$ cat config.mk
export PLATFORM = sky130hd
export DESIGN_NAME = dmux4way16_dispatch_flat
export DESIGN_NICKNAME = d
export VERILOG_FILES = /design/src/rtl/dmux4way16_dispatch_if.sv /design/src/rtl/dmux4way16_dispatch.sv /design/src/flat_wrapper.sv
export SDC_FILE = /design/constraint.sdc
export NUM_CORES = 1
export LEC_CHECK = 0
export CAP_MARGIN = 10
export CORE_MARGIN = 5
export CORE_UTILIZATION = 40
export DETAILED_ROUTE_END_ITERATION = 8
export PLACE_DENSITY = 0.76
export SLEW_MARGIN = 0
export SYNTH_ARGS = -nofsm -noshare
export SYNTH_HDL_FRONTEND = slang
export SYNTH_SLANG_ARGS = --single-unit
$ cat constraint.sdc
create_clock -name clk -period 6.1 [get_ports clk]
set_input_delay 0.915 -clock clk [delete_from_list [all_inputs] [get_ports clk]]
set_output_delay 0.915 -clock clk [all_outputs]
set_load 0.01 [all_outputs]
$ cat src/rtl/dmux4way16_dispatch_if.sv
// rtl/dmux4way16_dispatch_if.sv - word input handshake and four-port demux output bundle
interface dmux4way16_dispatch_if #(
   parameter int WIDTH = 16
);
   logic [WIDTH-1:0] in;
   logic             in_valid;
   logic             in_ready;
   logic [1:0]       in_dest;
   logic             mode;
   logic [3:0]       out_ready;
   logic [3:0]       out_valid;
   logic [WIDTH-1:0] a;
   logic [WIDTH-1:0] b;
   logic [WIDTH-1:0] c;
   logic [WIDTH-1:0] d;
   logic [1:0]       sel;
   logic [15:0]      count;
   logic             stall;

   // Word source and destination sinks.
   modport master (
      output in, in_valid, in_dest, mode, out_ready,
      input  in_ready, out_valid, a, b, c, d, sel, count, stall
   );

   // Dispatcher.
   modport slave (
      input  in, in_valid, in_dest, mode, out_ready,
      output in_ready, out_valid, a, b, c, d, sel, count, stall
   );
endinterface

$ cat src/rtl/dmux4way16_dispatch.sv
// rtl/dmux4way16_dispatch.sv - one-word holding dispatcher onto four demux ports
module dmux4way16_dispatch #(
   parameter int WIDTH       = 16,
   parameter int STALL_LIMIT = 8
) (
   input logic                 clk,
   input logic                 reset,
   dmux4way16_dispatch_if.slave bus
);

   typedef enum logic {IDLE, SEND} state_t;

   localparam logic [8:0] STALL_LIM9 = 9'(STALL_LIMIT);

   state_t           state;
   logic [WIDTH-1:0] hold;
   logic [1:0]       sel;
   logic [1:0]       rr_ptr;
   logic             rr_word;
   logic [15:0]      count;
   logic [7:0]       stall_cnt;
   logic             stall;
   logic [3:0]       out_valid;

   logic             done;
   logic [1:0]       rr_next;
   logic [1:0]       cap_sel;

   // Completion, the round-robin pointer as it will be after a completion,
   // and the target a word captured this cycle would get.
   always_comb begin
      done    = (state == SEND) && bus.out_ready[sel];
      rr_next = rr_ptr;
      if (state == SEND && rr_word) begin
         rr_next = sel + 2'd1;
      end
      cap_sel = bus.mode ? bus.in_dest : rr_next;
   end

   // Control FSM: capture, hold until the target is ready, track count and stall.
   always_ff @(posedge clk or posedge reset) begin
      if (reset) begin
         state     <= IDLE;
         hold      <= '0;
         sel       <= 2'd0;
         rr_ptr    <= 2'd0;
         rr_word   <= 1'b0;
         count     <= 16'd0;
         stall_cnt <= 8'd0;
         stall     <= 1'b0;
         out_valid <= 4'b0000;
      end else begin
         case (state)
            IDLE: begin
               if (bus.in_valid) begin
                  hold      <= bus.in;
                  sel       <= cap_sel;
                  rr_word   <= ~bus.mode;
                  out_valid <= 4'b0001 << cap_sel;
                  state     <= SEND;
               end
            end
            SEND: begin
               if (done) begin
                  count     <= count + 16'd1;
                  rr_ptr    <= rr_next;
                  stall_cnt <= 8'd0;
                  stall     <= 1'b0;
                  if (bus.in_valid) begin
                     // Back-to-back: next word captured on the completing edge.
                     hold      <= bus.in;
                     sel       <= cap_sel;
                     rr_word   <= ~bus.mode;
                     out_valid <= 4'b0001 << cap_sel;
                  end else begin
                     out_valid <= 4'b0000;
                     state     <= IDLE;
                  end
               end else begin
                  // Target not ready: word waits indefinitely, only the stall tracker moves.
                  if (stall_cnt != 8'hFF) begin
                     stall_cnt <= stall_cnt + 8'd1;
                  end
                  if (({1'b0, stall_cnt} + 9'd1) >= STALL_LIM9) begin
                     stall <= 1'b1;
                  end
               end
            end
            default: begin
               state     <= IDLE;
               out_valid <= 4'b0000;
            end
         endcase
      end
   end

   // Demux outputs: only the valid port carries the held word, the rest read zero.
   always_comb begin
      bus.a = out_valid[0] ? hold : '0;
      bus.b = out_valid[1] ? hold : '0;
      bus.c = out_valid[2] ? hold : '0;
      bus.d = out_valid[3] ? hold : '0;
   end

   assign bus.in_ready  = (state == IDLE) ? 1'b1 : bus.out_ready[sel];
   assign bus.out_valid = out_valid;
   assign bus.sel       = sel;
   assign bus.count     = count;
   assign bus.stall     = stall;

endmodule

$ cat src/flat_wrapper.sv
// flat-port wrapper written by rule: the top's interface ports become plain ports
module dmux4way16_dispatch_flat 
#(
   parameter int WIDTH       = 16,
   parameter int STALL_LIMIT = 8
)
  (clk, reset, bus_in, bus_in_valid, bus_in_dest, bus_mode, bus_out_ready, bus_in_ready, bus_out_valid, bus_a, bus_b, bus_c, bus_d, bus_sel, bus_count, bus_stall);
  dmux4way16_dispatch_if #(.WIDTH(WIDTH)) bus_i ();
  input logic clk;
  input logic reset;
  input wire logic [$bits(bus_i.in)-1:0] bus_in;
  input wire logic [$bits(bus_i.in_valid)-1:0] bus_in_valid;
  input wire logic [$bits(bus_i.in_dest)-1:0] bus_in_dest;
  input wire logic [$bits(bus_i.mode)-1:0] bus_mode;
  input wire logic [$bits(bus_i.out_ready)-1:0] bus_out_ready;
  output wire logic [$bits(bus_i.in_ready)-1:0] bus_in_ready;
  output wire logic [$bits(bus_i.out_valid)-1:0] bus_out_valid;
  output wire logic [$bits(bus_i.a)-1:0] bus_a;
  output wire logic [$bits(bus_i.b)-1:0] bus_b;
  output wire logic [$bits(bus_i.c)-1:0] bus_c;
  output wire logic [$bits(bus_i.d)-1:0] bus_d;
  output wire logic [$bits(bus_i.sel)-1:0] bus_sel;
  output wire logic [$bits(bus_i.count)-1:0] bus_count;
  output wire logic [$bits(bus_i.stall)-1:0] bus_stall;
  assign bus_i.in = bus_in;
  assign bus_i.in_valid = bus_in_valid;
  assign bus_i.in_dest = bus_in_dest;
  assign bus_i.mode = bus_mode;
  assign bus_i.out_ready = bus_out_ready;
  assign bus_in_ready = bus_i.in_ready;
  assign bus_out_valid = bus_i.out_valid;
  assign bus_a = bus_i.a;
  assign bus_b = bus_i.b;
  assign bus_c = bus_i.c;
  assign bus_d = bus_i.d;
  assign bus_sel = bus_i.sel;
  assign bus_count = bus_i.count;
  assign bus_stall = bus_i.stall;
  dmux4way16_dispatch #(.WIDTH(WIDTH), .STALL_LIMIT(STALL_LIMIT)) u_core (.clk(clk), .reset(reset), .bus(bus_i));
endmodule
==> out/metrics.csv <==
stage,metric,value,unit
status,status,finished clean,
clocking,CTS resizes,0,
worst_setup_path,type of element launching the critical path,primary input,
clocking,Num CTS Buffers,5,
sta,fin. max-slew vios,0,
worst_setup_path,critical path class,primary input to output pin,
sta,endpoints failing hold,0,
synth,Mapped Area,2750,um^2
sta,Setup TNS Final,0,ns
clocking,Post-CTS Setup Repair Bufs,0,
worst_setup_path,CP Max Fanout,12,
route,initial DRC count,109,
placed_design,# port buffers,113,
synth,Netlist cell types,41,
sta,fin crit share,57.8,%
min_path,Hold Crit Start,u_core.bus.count[11],
synth,"FF+latch count, synth",51,
synth,Post-synth top cells,"65 x and2_1, 51 x dfrtp_1, 20 x nand2_1, 18 x xnor2_1",
placed_design,GPL Wtd Cong,0.840,
route,ANT nets after route,0,
cells_and_area,n_diodes,0,
sta,Period minus WS final,3.52,ns
grt,global route overflow,0,
synth,"Seq/Total Area, Yosys",46.4,%
clocking,# clock sinks,51,
sta,Worst-Margin Slew,1.04,ns
sta,clock skew,0.00707,ns
synth,Post-synth top flop,dfrtp_1,
synth,Synth area leaders,"dfrtp_1 46%, and2_1 15%, xnor2_1 5.7%, mux2_4 4.4%, mux2_2 3.7%",
cells_and_area,"Design Area, Final",4040,um^2
route,drt wl/cell,14.7,um
cells_and_area,ratio of cells with drive above 1 in the final layout,8.18,%
clocking,CTS tree,built,
worst_setup_path,Worst EP required,5.18,ns
worst_setup_path,CP arrival,2.61,ns
grt,GRT Total Usage,15.6,%
synth,Post-Synthesis Cells,269,
cells_and_area,nets@finish,406,
clocking,clock tree buffer depth,2,
sta,Fin Hold WS,0.496,ns
clocking,CTS H-tree lvls,2,
floorplanning,Die Y-Extent,92.9,um
grt,first-pass GRT wire length,10800,um
cells_and_area,synth-to-layout area growth,46.8,%
grt,vias in the first global route,2212,
sta,PnR worst setup slack,2.58,ns
sta,final setup vio count,0,
sta,Rel. slew slack,30.4,%
worst_setup_path,RR Startpoint,u_core.bus.sel[0],
clocking,Root Buffer,clkbuf_8,
synth,biggest area consumer among synthesized cells,dfrtp_1,
power_and_ir_drop,Leak,0.00167,uW
clocking,"Clk Latency, worst-skew pair",0.30,ns
floorplanning,Core ar.,6760,um^2
clocking,# hold bufs at CTS,0,
placed_design,Post-DP HPWL,4990,um
power_and_ir_drop,PD cells,399,nW/um^2
synth,YS warnings,0,
route,via count,2314,
sta,unrepaired setup endpoints after global routing,false,
power_and_ir_drop,Max VDD drop,193,uV
synth,Synth Area per Inst,10.2,um^2
worst_setup_path,Crit. End Element,output pin,
synth,top-area cell type share of the netlist area,46.4,%
min_path,HP Class,flop to flop,
grt,initial antenna violation count,0,
floorplanning,Initial Util,40.7,%
run,max-cap viol count,0,
placed_design,placed cell areas,3920,um^2
route,WL final,6730,um
floorplanning,num rows,30,
route,DR pass1 iterations,4,
floorplanning,DIE WIDTH,92.9,um
placed_design,dpl ws,2.58,ns
worst_setup_path,Worst Setup SP,bus_out_ready[3],
route,Avg Vias per Cell,5.04,
floorplanning,IO Pins,114,
route,DRC errors left,0,
synth,post-synthesis net count,297,
grt,largest net degree at the start of global routing,52,
sta,fmax,284,MHz
floorplanning,die area,8630,um^2
synth,Post-synth ARST share,100,%
clocking,clock transition at the registers of the reported paths,0.10,ns
synth,top-count cell post-synth,and2_1,
synth,"EDFF count, synth",0,
## cell families (layout without fill, tap and decap cells)
| logic type | after synthesis | in the layout | synth area share, % |
|---|---|---|---|
| AOI/OAI and AO/OA | 27 | 27 | 6.46 |
| DFF | 51 | 51 | 46.4 |
| buffers and inverters | 18 | 128 | 3.19 |
| xor gates and xnor gates | 19 | 19 | 6.05 |
| and+or+nand+nor | 132 | 132 | 27.4 |
| adders and majority gates | 2 | 2 | 0.910 |
| muxes | 20 | 20 | 9.60 |
## report_power, final
part           leakage (uW)  switching [uW]  internal (uW)
sequential         0.000643             159            445
clock             0.0000612             111            133
combinational      0.000963             300            463
## layout make-up
class,count,area [um^2]
clock inverter,2,35.0
multi-input combinational,200,1390
fill,587,2720
inverter,7,26.3
clock buffer,6,82.6
tap,80,100
sequential,51,1280
timing repair buffer,113,1130
## critical path: stages
cell,delay [ns]
clkdlybuf4s50_1,0.40
mux4_2,0.55
nand2b_4,0.23
clkdlybuf4s50_1,0.51
## state kept, by name, summed over array words and instances, names as in the netlist
register              flops
u_core.rr_word            1
u_core.bus.sel            2
u_core.hold              16
u_core.rr_ptr             2
u_core.bus.count         16
u_core.state              1
u_core.bus.stall          1
u_core.bus.out_valid      4
u_core.stall_cnt          8
## per-stage QoR
| step | util [%] | cells | power (uW) |
|---|---|---|---|
| after global placement | 58.0 | 451 | 1370 |
| after detailed placement | 58.0 | 451 | 1390 |
| after global routing | 59.7 | 459 | 1730 |
| final | 59.7 | 459 | 1610 |
| after floorplan | - | 269 | 983 |
| after CTS | 59.7 | 459 | 1630 |
## final timing paths
check / depth (start not counted) / slack [ns] / to
hold / removal: 1 / 0.50 / u_core.bus.count[11]
max in group asynchronous: 2 / 4.27 / u_core.hold[0]
hold reg to reg: 1 / 0.50 / u_core.bus.count[11]
min in group asynchronous: 2 / 1.19 / u_core.bus.count[1]
setup reg to reg: 5 / 3.95 / u_core.stall_cnt[3]
setup / recovery: 4 / 2.58 / bus_in_ready
## layout by cell type, fill, tap and decap left out, types with 2 or more instances in the layout
cell,synthesis,routed
clkdlybuf4s50_1,0,113
and2_1,65,65
dfrtp_1,51,51
nand2_1,20,20
xnor2_1,18,18
nand3_1,11,11
nor2_1,11,11
o21ai_0,10,10
mux2_2,9,9
mux2_4,8,8
nand4_1,6,6
inv_1,7,6
clkbuf_8,0,6
and3_1,4,4
nand3b_1,3,3
a21oi_1,3,3
and4_1,2,2
o41ai_1,2,2
o311ai_0,2,2
a22o_1,2,2
or2_2,2,2
mux2i_1,2,2
or3_1,2,2
a21o_1,2,2
ha_1,2,2
## routing by layer
layer	wire length (um)	track usage, %
met5	0	0
met4	68	3.66
met3	457	4.22
met2	3320	27.2
met1	2880	19.1
(Power assumes the default switching activity.)
